[src/rtl/adjust_ctrl_if.sv]
// ---------------------------------------------------------------------------
// adjust_ctrl_if -- key inputs and mode/strobe outputs of the adjust controller.
//
// Signals
//   key_mode, key_shift, key_up, key_down : debounced active-high key levels
//   model        [1:0] : mode (00 clock, 01 alarm, 10 stopwatch, 11 adjust)
//   date_time_ch       : adjust sub-page (0 time, 1 date)
//   adjust_shif  [1:0] : digit-position select (00, 01, 10)
//   up_pulse, down_pulse : single-cycle increment/decrement strobes
//   timeout_flag       : single-cycle pulse on automatic return to clock mode
//
// Modports
//   master : key panel side, drives the keys and observes the outputs
//   slave  : the controller, reads the keys and drives the outputs
// ---------------------------------------------------------------------------
interface adjust_ctrl_if;
    logic       key_mode;
    logic       key_shift;
    logic       key_up;
    logic       key_down;
    logic [1:0] model;
    logic       date_time_ch;
    logic [1:0] adjust_shif;
    logic       up_pulse;
    logic       down_pulse;
    logic       timeout_flag;

    modport master (
        output key_mode, key_shift, key_up, key_down,
        input  model, date_time_ch, adjust_shif, up_pulse, down_pulse, timeout_flag
    );

    modport slave (
        input  key_mode, key_shift, key_up, key_down,
        output model, date_time_ch, adjust_shif, up_pulse, down_pulse, timeout_flag
    );
endinterface

[src/rtl/adjust_ctrl.sv]
// ---------------------------------------------------------------------------
// adjust_ctrl -- mode / digit-select / up-down strobe controller for a clock
// front panel.
//
// Keys are registered once; a key action is a rising edge of the registered
// level. key_mode cycles the mode, key_shift walks the digit select (in alarm
// and adjust modes only), key_up/key_down produce one-cycle strobes. After
// TIMEOUT idle cycles in alarm/adjust mode the controller falls back to clock
// mode and pulses timeout_flag.
//
// Optional feature: define ADJ_AUTOREPEAT_EN to keep strobing while key_up or
// key_down is held alone (first repeat HOLD_DLY cycles after the initial
// strobe, then every REPEAT_PER cycles). Without it, one strobe per press and
// no hold/repeat counters exist.
//
// Ports
//   clk   : system clock
//   rst_n : asynchronous active-low reset
//   bus   : adjust_ctrl_if.slave (keys in, mode/strobes out)
// ---------------------------------------------------------------------------
module adjust_ctrl #(
    parameter int unsigned HOLD_DLY   = 50_000_000,
    parameter int unsigned REPEAT_PER = 10_000_000,
    parameter int unsigned TIMEOUT    = 500_000_000
) (
    input  logic         clk,
    input  logic         rst_n,
    adjust_ctrl_if.slave bus
);
    typedef enum logic [1:0] {
        MODE_CLOCK     = 2'b00,
        MODE_ALARM     = 2'b01,
        MODE_STOPWATCH = 2'b10,
        MODE_ADJUST    = 2'b11
    } mode_e;

    // Degenerate parameter values have no meaningful behaviour.
    if (HOLD_DLY < 1 || REPEAT_PER < 1 || TIMEOUT < 2) begin : g_bad_params
        $error("adjust_ctrl: need HOLD_DLY >= 1, REPEAT_PER >= 1, TIMEOUT >= 2");
    end

    localparam int TO_W = (TIMEOUT > 1) ? $clog2(TIMEOUT) : 1;
    localparam logic [TO_W-1:0] TO_MAX = TO_W'(TIMEOUT - 1);

    // ---------------- key registers and edge detect ----------------
    logic [3:0] key_q;      // {mode, shift, up, down}
    logic [3:0] key_prev;
    logic [3:0] key_rise;

    always_ff @(posedge clk or negedge rst_n) begin
        if (!rst_n) begin
            key_q    <= '0;
            key_prev <= '0;
        end else begin
            // NOTE: non-blocking, so key_prev captures the old key_q and the two form a pipeline.
            key_q    <= {bus.key_mode, bus.key_shift, bus.key_up, bus.key_down};
            key_prev <= key_q;
        end
    end

    assign key_rise = key_q & ~key_prev;

    logic mode_act, shift_act, up_act, down_act, up_lvl, down_lvl;
    assign mode_act  = key_rise[3];
    assign shift_act = key_rise[2];
    assign up_act    = key_rise[1];
    assign down_act  = key_rise[0];
    assign up_lvl    = key_q[1];
    assign down_lvl  = key_q[0];

    // ---------------- mode FSM ----------------
    mode_e mode, mode_next;
    logic  adj_mode, idle, to_fire;

    assign adj_mode = (mode == MODE_ALARM) || (mode == MODE_ADJUST);

    always_ff @(posedge clk or negedge rst_n) begin
        if (!rst_n) mode <= MODE_CLOCK;
        else        mode <= mode_next;
    end

    // A mode key action always wins; a timeout can only land on a quiet cycle.
    always_comb begin
        // NOTE: default assignment first, so no path leaves mode_next unassigned (no latch).
        mode_next = mode;
        if (mode_act)     mode_next = mode_e'(mode + 2'd1);
        else if (to_fire) mode_next = MODE_CLOCK;
    end

    // ---------------- idle timeout ----------------
    logic [TO_W-1:0] idle_cnt;

    assign idle    = (key_q == 4'b0000);
    assign to_fire = adj_mode && idle && (idle_cnt == TO_MAX);

    always_ff @(posedge clk or negedge rst_n) begin
        if (!rst_n)                              idle_cnt <= '0;
        else if (!adj_mode || !idle || to_fire)  idle_cnt <= '0;
        else if (idle_cnt != TO_MAX)             idle_cnt <= idle_cnt + 1'b1;
    end

    // ---------------- digit select and date/time page ----------------
    logic [1:0] shif_q;
    logic       dtc_q;

    always_ff @(posedge clk or negedge rst_n) begin
        if (!rst_n) begin
            shif_q <= 2'b00;
            dtc_q  <= 1'b0;
        end else if (mode_act || to_fire) begin
            shif_q <= 2'b00;
            dtc_q  <= 1'b0;
        end else if (shift_act && adj_mode) begin
            if (shif_q == 2'b10) begin
                shif_q <= 2'b00;
                // Only the adjust mode has a date page; alarm keeps it at 0.
                if (mode == MODE_ADJUST) dtc_q <= ~dtc_q;
            end else begin
                shif_q <= shif_q + 2'b01;
            end
        end
    end

    // ---------------- up/down strobes ----------------
    // A press counts only with the other key released and no mode/shift action.
    logic up_fire, down_fire, rpt_up, rpt_down;
    assign up_fire   = up_act   && !down_lvl && adj_mode && !mode_act && !shift_act;
    assign down_fire = down_act && !up_lvl   && adj_mode && !mode_act && !shift_act;

`ifdef ADJ_AUTOREPEAT_EN
    localparam int HD_W = (HOLD_DLY   > 1) ? $clog2(HOLD_DLY)   : 1;
    localparam int RP_W = (REPEAT_PER > 1) ? $clog2(REPEAT_PER) : 1;
    localparam logic [HD_W-1:0] HD_MAX = HD_W'(HOLD_DLY - 1);
    localparam logic [RP_W-1:0] RP_MAX = RP_W'(REPEAT_PER - 1);

    logic [HD_W-1:0] hold_cnt;
    logic [RP_W-1:0] rpt_cnt;
    logic            arm_up, arm_down, repeating, keep, rpt_due;

    // Repeat survives only while the armed key stays held alone in the same mode.
    assign keep    = adj_mode && !mode_act &&
                     ((arm_up && up_lvl && !down_lvl) || (arm_down && down_lvl && !up_lvl));
    assign rpt_due = keep && (repeating ? (rpt_cnt == RP_MAX) : (hold_cnt == HD_MAX));
    // A shift action in the same cycle drops that repeat strobe but keeps the cadence.
    assign rpt_up   = rpt_due && arm_up   && !shift_act;
    assign rpt_down = rpt_due && arm_down && !shift_act;

    always_ff @(posedge clk or negedge rst_n) begin
        if (!rst_n) begin
            arm_up <= 1'b0; arm_down <= 1'b0; repeating <= 1'b0;
            hold_cnt <= '0; rpt_cnt <= '0;
        end else if (up_fire || down_fire) begin
            arm_up <= up_fire; arm_down <= down_fire; repeating <= 1'b0;
            hold_cnt <= '0; rpt_cnt <= '0;
        end else if (keep) begin
            if (!repeating) begin
                if (hold_cnt == HD_MAX) repeating <= 1'b1;
                else                    hold_cnt  <= hold_cnt + 1'b1;
            end else if (rpt_cnt == RP_MAX) begin
                rpt_cnt <= '0;
            end else begin
                rpt_cnt <= rpt_cnt + 1'b1;
            end
        end else begin
            arm_up <= 1'b0; arm_down <= 1'b0; repeating <= 1'b0;
            hold_cnt <= '0; rpt_cnt <= '0;
        end
    end
`else
    assign rpt_up   = 1'b0;
    assign rpt_down = 1'b0;
`endif

    logic up_q, down_q, to_q;

    always_ff @(posedge clk or negedge rst_n) begin
        if (!rst_n) begin
            up_q   <= 1'b0;
            down_q <= 1'b0;
            to_q   <= 1'b0;
        end else begin
            up_q   <= up_fire   || rpt_up;
            down_q <= down_fire || rpt_down;
            to_q   <= to_fire;
        end
    end

    // ---------------- outputs ----------------
    always_comb begin
        bus.model        = mode;
        bus.adjust_shif  = shif_q;
        bus.date_time_ch = dtc_q;
        bus.up_pulse     = up_q;
        bus.down_pulse   = down_q;
        bus.timeout_flag = to_q;
    end
endmodule
[src/flat_wrapper.sv]
// flat-port wrapper written by rule: the top's interface ports become plain ports
module adjust_ctrl_flat 
#(
    parameter int unsigned HOLD_DLY   = 50_000_000,
    parameter int unsigned REPEAT_PER = 10_000_000,
    parameter int unsigned TIMEOUT    = 500_000_000
)
  (clk, rst_n, bus_key_mode, bus_key_shift, bus_key_up, bus_key_down, bus_model, bus_date_time_ch, bus_adjust_shif, bus_up_pulse, bus_down_pulse, bus_timeout_flag);
  adjust_ctrl_if bus_i ();
  input  logic clk;
  input  logic rst_n;
  input wire logic [$bits(bus_i.key_mode)-1:0] bus_key_mode;
  input wire logic [$bits(bus_i.key_shift)-1:0] bus_key_shift;
  input wire logic [$bits(bus_i.key_up)-1:0] bus_key_up;
  input wire logic [$bits(bus_i.key_down)-1:0] bus_key_down;
  output wire logic [$bits(bus_i.model)-1:0] bus_model;
  output wire logic [$bits(bus_i.date_time_ch)-1:0] bus_date_time_ch;
  output wire logic [$bits(bus_i.adjust_shif)-1:0] bus_adjust_shif;
  output wire logic [$bits(bus_i.up_pulse)-1:0] bus_up_pulse;
  output wire logic [$bits(bus_i.down_pulse)-1:0] bus_down_pulse;
  output wire logic [$bits(bus_i.timeout_flag)-1:0] bus_timeout_flag;
  assign bus_i.key_mode = bus_key_mode;
  assign bus_i.key_shift = bus_key_shift;
  assign bus_i.key_up = bus_key_up;
  assign bus_i.key_down = bus_key_down;
  assign bus_model = bus_i.model;
  assign bus_date_time_ch = bus_i.date_time_ch;
  assign bus_adjust_shif = bus_i.adjust_shif;
  assign bus_up_pulse = bus_i.up_pulse;
  assign bus_down_pulse = bus_i.down_pulse;
  assign bus_timeout_flag = bus_i.timeout_flag;
  adjust_ctrl #(.HOLD_DLY(HOLD_DLY), .REPEAT_PER(REPEAT_PER), .TIMEOUT(TIMEOUT)) u_core (.clk(clk), .rst_n(rst_n), .bus(bus_i));
endmodule
[config.mk]
export PLATFORM = sky130hd
export DESIGN_NAME = adjust_ctrl_flat
export DESIGN_NICKNAME = d
export VERILOG_FILES = /design/src/rtl/adjust_ctrl_if.sv /design/src/rtl/adjust_ctrl.sv /design/src/flat_wrapper.sv
export SDC_FILE = /design/constraint.sdc
export NUM_CORES = 1
export LEC_CHECK = 0
export BUFFER_PORTS_ARGS = -buffer_cell sky130_fd_sc_hd__buf_4
export CAP_MARGIN = 5
export CORE_MARGIN = 5
export CORE_UTILIZATION = 55
export CTS_CLUSTER_DIAMETER = 150
export CTS_CLUSTER_SIZE = 16
export DETAILED_ROUTE_END_ITERATION = 10
export PLACE_DENSITY = 0.73
export SYNTH_ARGS = -nofsm -noshare
export SYNTH_HDL_FRONTEND = slang
export SYNTH_SLANG_ARGS = --single-unit
[constraint.sdc]
create_clock -name clk -period 5.2 [get_ports clk]
set_input_delay 1.3 -clock clk [delete_from_list [all_inputs] [get_ports clk]]
set_output_delay 1.3 -clock clk [all_outputs]
set_load 0.03 [all_outputs]
==> impl_metrics.ini <==
[floorplan]
pin_count = 14
core-area_sq_um = 3970
die_h_um = 73.9
num_rows = 23
dieArea_sq_um = 5460
fp.dieW_um = 73.9
initial_core_util_pct = 56.5

[cts]
cts_setup_buffers = 0
clock_latency_ns = 0.29
cts-resized-gates = 0
clockRootBuffer = clkbuf_8
h-tree-depth = 2
hold_buffers = 0
cts.clk_slew.worst_paths_ns = 0.09
clock-sinks = 45
cts_made_buffers = 5
cts_tree = done
cts_buffer_depth = 2

[placed_design]
hpwlAfterDp_um = 3210
post-place-ws_ns = 2.98
gp_congestion = 0.794
io_buffers = 13

[detailed_routing]
drtIter0Drc = 118
ant_nets = 0
via_per_inst = 6.08
via_count = 1702
drc = 0
firstDrtPassIters = 4
wl_per_cell_um = 16.1
wl_um = 4510

[critical_path]
r2r-start = u_core.idle_cnt[0]
worstPathRequired_ns = 5.37
worstSetupPathType = reg2reg
r2r-end = u_core.idle_cnt[19]
slowest_delay_ns = 0.56
r2r_cells = 6
start_kind = flop
crit_slowest_cell = o31ai_2
cp_cell_sequence = ha_1, and3_1, nand2_2, o31ai_2, buf_4, a21oi_1
critPathArrivalTime_ns = 2.40
startpoint = u_core.idle_cnt[0]
worst_setup_path_end_kind = flop
critical_path_buf_inv_count = 1
crit_end = u_core.idle_cnt[19]
rrSetupSlack_ns = 2.97
crit_path_max_fanout = 14
critical_path_depth = 6
critPathTopFamily = compound AO/OA/AOI/OAI gates

[run]
drv_cap = 0

[pwr]
switching_share_pct = 24.5
p_sw_mw = 0.178
ir_drop_mv = 0.129
leakagePower_nw = 0.964
comb_power_share_pct = 10.8
clkPwrFrac_pct = 37.6
intPower_mw = 0.549
power_frac_seq_pct = 51.6
powerDensity_nw_per_um2 = 294

[timing]
setup_ws_ns = 2.97
relSlewSlack_pct = 46.5
rsz0062_at_grt = no
maxClockFrequency_mhz = 448
fin_skew_ns = 0.00880
worst_pin_slew_ns = 0.797
fin_crit_sh_pct = 43.0
fin_crit_ns = 2.23
finalSetupViolCount = 0
setup_tns_ns = 0
hold_violations = 0
drv_slew = 0

[cells_and_area]
fin_nets = 238
nFillCells = 343
area_growth_pct = 9.98
antenna_cells = 0
drive_gt1_share_pct = 13.9

[yosys]
syn_area_sq_um = 2240
synth_seq_cells = 45
ys_seq_area_share_pct = 50.2
synthCells = 216
synth_area_leaders = dfrtp_1 (50%), a21oi_1 (3.8%), nand3_1 (3.3%), o31ai_1 (3.0%), or4_1 (3.0%)
yosys.area.top_type = dfrtp_1
yosys_warnings = 0
syn_nets = 225
netlist-cell-type-count = 41
syn_area_per_cell_sq_um = 10.4
yosysTopAreaCellShare_pct = 50.2

[grt]
grt_max_degree = 46
grt_overflow = 0
first_global_vias = 1733
antenna_found_initial = 0
grt_pass1_wl_um = 8300
grt_usage_pct = 19.5

[worst_hold_path]
hold_class = reg2reg

[status]
outcome = finished clean
worst register-to-register path: stages, from the launching register on:
cell	delay [ns]
dfrtp_1	0.42
ha_1	0.22
and3_1	0.33
nand2_2	0.19
o31ai_2	0.56
buf_4	0.33
a21oi_1	0.07
synth_stat cells, drive strengths merged:
master and count:
and4 5, a221oi 1, or3 5, nand3 16, buf 8, nand2 14, ha 3, o21ai 9
nor3 6, o22ai 1, and2 4, nand3b 1, xor2 6, nor4 5, nor2 16, xnor2 5
o31ai 10, and4bb 1, and3 3, inv 5, or4 9, mux2i 2, nand4 9, a21oi 17
nor4b 3, dfrtp 45, nor2b 3, nand2b 3, o211ai 1
sequential cells by signal (all words and copies together), names as in the netlist:
name / flops
u_core.bus.up_pulse: 1
u_core.idle_cnt: 29
u_core.bus.model: 2
u_core.bus.down_pulse: 1
u_core.key_q: 4
u_core.bus.date_time_ch: 1
u_core.key_prev: 4
u_core.bus.timeout_flag: 1
u_core.bus.adjust_shif: 2
area by class of cell:
| class | instances | area (sq um) | area share [%] |
|---|---|---|---|
| Timing Repair Buffer | 14 | 105 | 4.26 |
| Sequential cell | 45 | 1130 | 45.6 |
| Inverter | 5 | 18.8 | 0.760 |
| Clock inverter | 1 | 30.0 | 1.22 |
| Multi-Input combinational cell | 158 | 1040 | 42.1 |
| Tap cell | 50 | 62.6 | 2.53 |
| Clock buffer | 7 | 86.3 | 3.50 |
cells in the final DEF, fill, tap and decap left out, types with 2 or more instances in the layout:
master / instances
a21oi_1: 17
and2_1: 4
and3_1: 3
and4_1: 4
buf_4: 14
clkbuf_8: 6
dfrtp_1: 45
ha_1: 3
inv_1: 5
mux2i_1: 2
nand2_1: 13
nand2b_1: 3
nand3_1: 15
nand4_1: 6
nand4_2: 2
nor2_1: 16
nor2b_1: 3
nor3_1: 6
nor4_1: 3
nor4b_1: 2
o21ai_0: 7
o21ai_1: 2
o31ai_1: 9
or3_1: 5
or4_1: 9
xnor2_1: 5
xor2_1: 6
layer usage:
layer  wire (um)  part of all wire, %  vias to the layer above  track usage (%)
li1            -                    -                      823                -
met1        2090                   46                      843             26.5
met2        2170                   48                       30             31.8
met3         209                  4.6                        6             4.38
met4          44                 0.98                        0             4.63
met5           0                    0                        -                0
kinds of logic (layout without fill, tap and decap cells):
| group | after synthesis | count (layout) | synth area share, % |
|---|---|---|---|
| multiplexers | 2 | 2 | 0.892 |
| flip-flops | 45 | 45 | 50.2 |
| AND/OR/NAND/NOR | 103 | 103 | 29.1 |
| adder cells (fa/ha/maj) | 3 | 3 | 1.67 |
| XOR/XNOR | 11 | 11 | 4.29 |
| buffers and inverters | 13 | 27 | 3.51 |
| AO/OA/AOI/OAI | 39 | 39 | 10.4 |
metrics by stage:
step | hold WS (ns) | power [mW] | cell area, sq um | std cells | util, %
floorplan | 0.376 | 0.428 | 2240 | 216 | -
global placement | 0.392 | 0.460 | 2350 | 272 | 59.2
detailed placement | 0.403 | 0.462 | 2350 | 272 | 59.2
CTS | 0.413 | 0.731 | 2470 | 280 | 62.2
global route | 0.423 | 0.757 | 2470 | 280 | 62.2
finish | 0.416 | 0.726 | 2470 | 280 | 62.2
worst min-delay path by stage:
stage | from | endpoint | slack [ns] | cells past startpoint
6_report | u_core.key_prev[0] | u_core.bus.down_pulse | 0.42 | 1
4_1_cts | u_core.key_prev[0] | u_core.bus.down_pulse | 0.41 | 1
3_3_place_gp | u_core.key_prev[0] | u_core.bus.down_pulse | 0.39 | 1
2_1_floorplan | u_core.key_q[2] | u_core.key_prev[2] | 0.38 | 0
5_1_grt | u_core.key_prev[0] | u_core.bus.down_pulse | 0.42 | 1
3_5_place_dp | u_core.key_prev[0] | u_core.bus.down_pulse | 0.40 | 1
power groups by stage:
stage	logic [mW]	registers [mW]	clock network (mW)
after global placement	0.0784	0.381	0
after detailed placement	0.0799	0.383	0
after global routing	0.0878	0.377	0.291
final	0.0786	0.375	0.273
after CTS	0.0803	0.376	0.275
after floorplan	0.0303	0.398	0
Power figures use the tool's default switching activity.
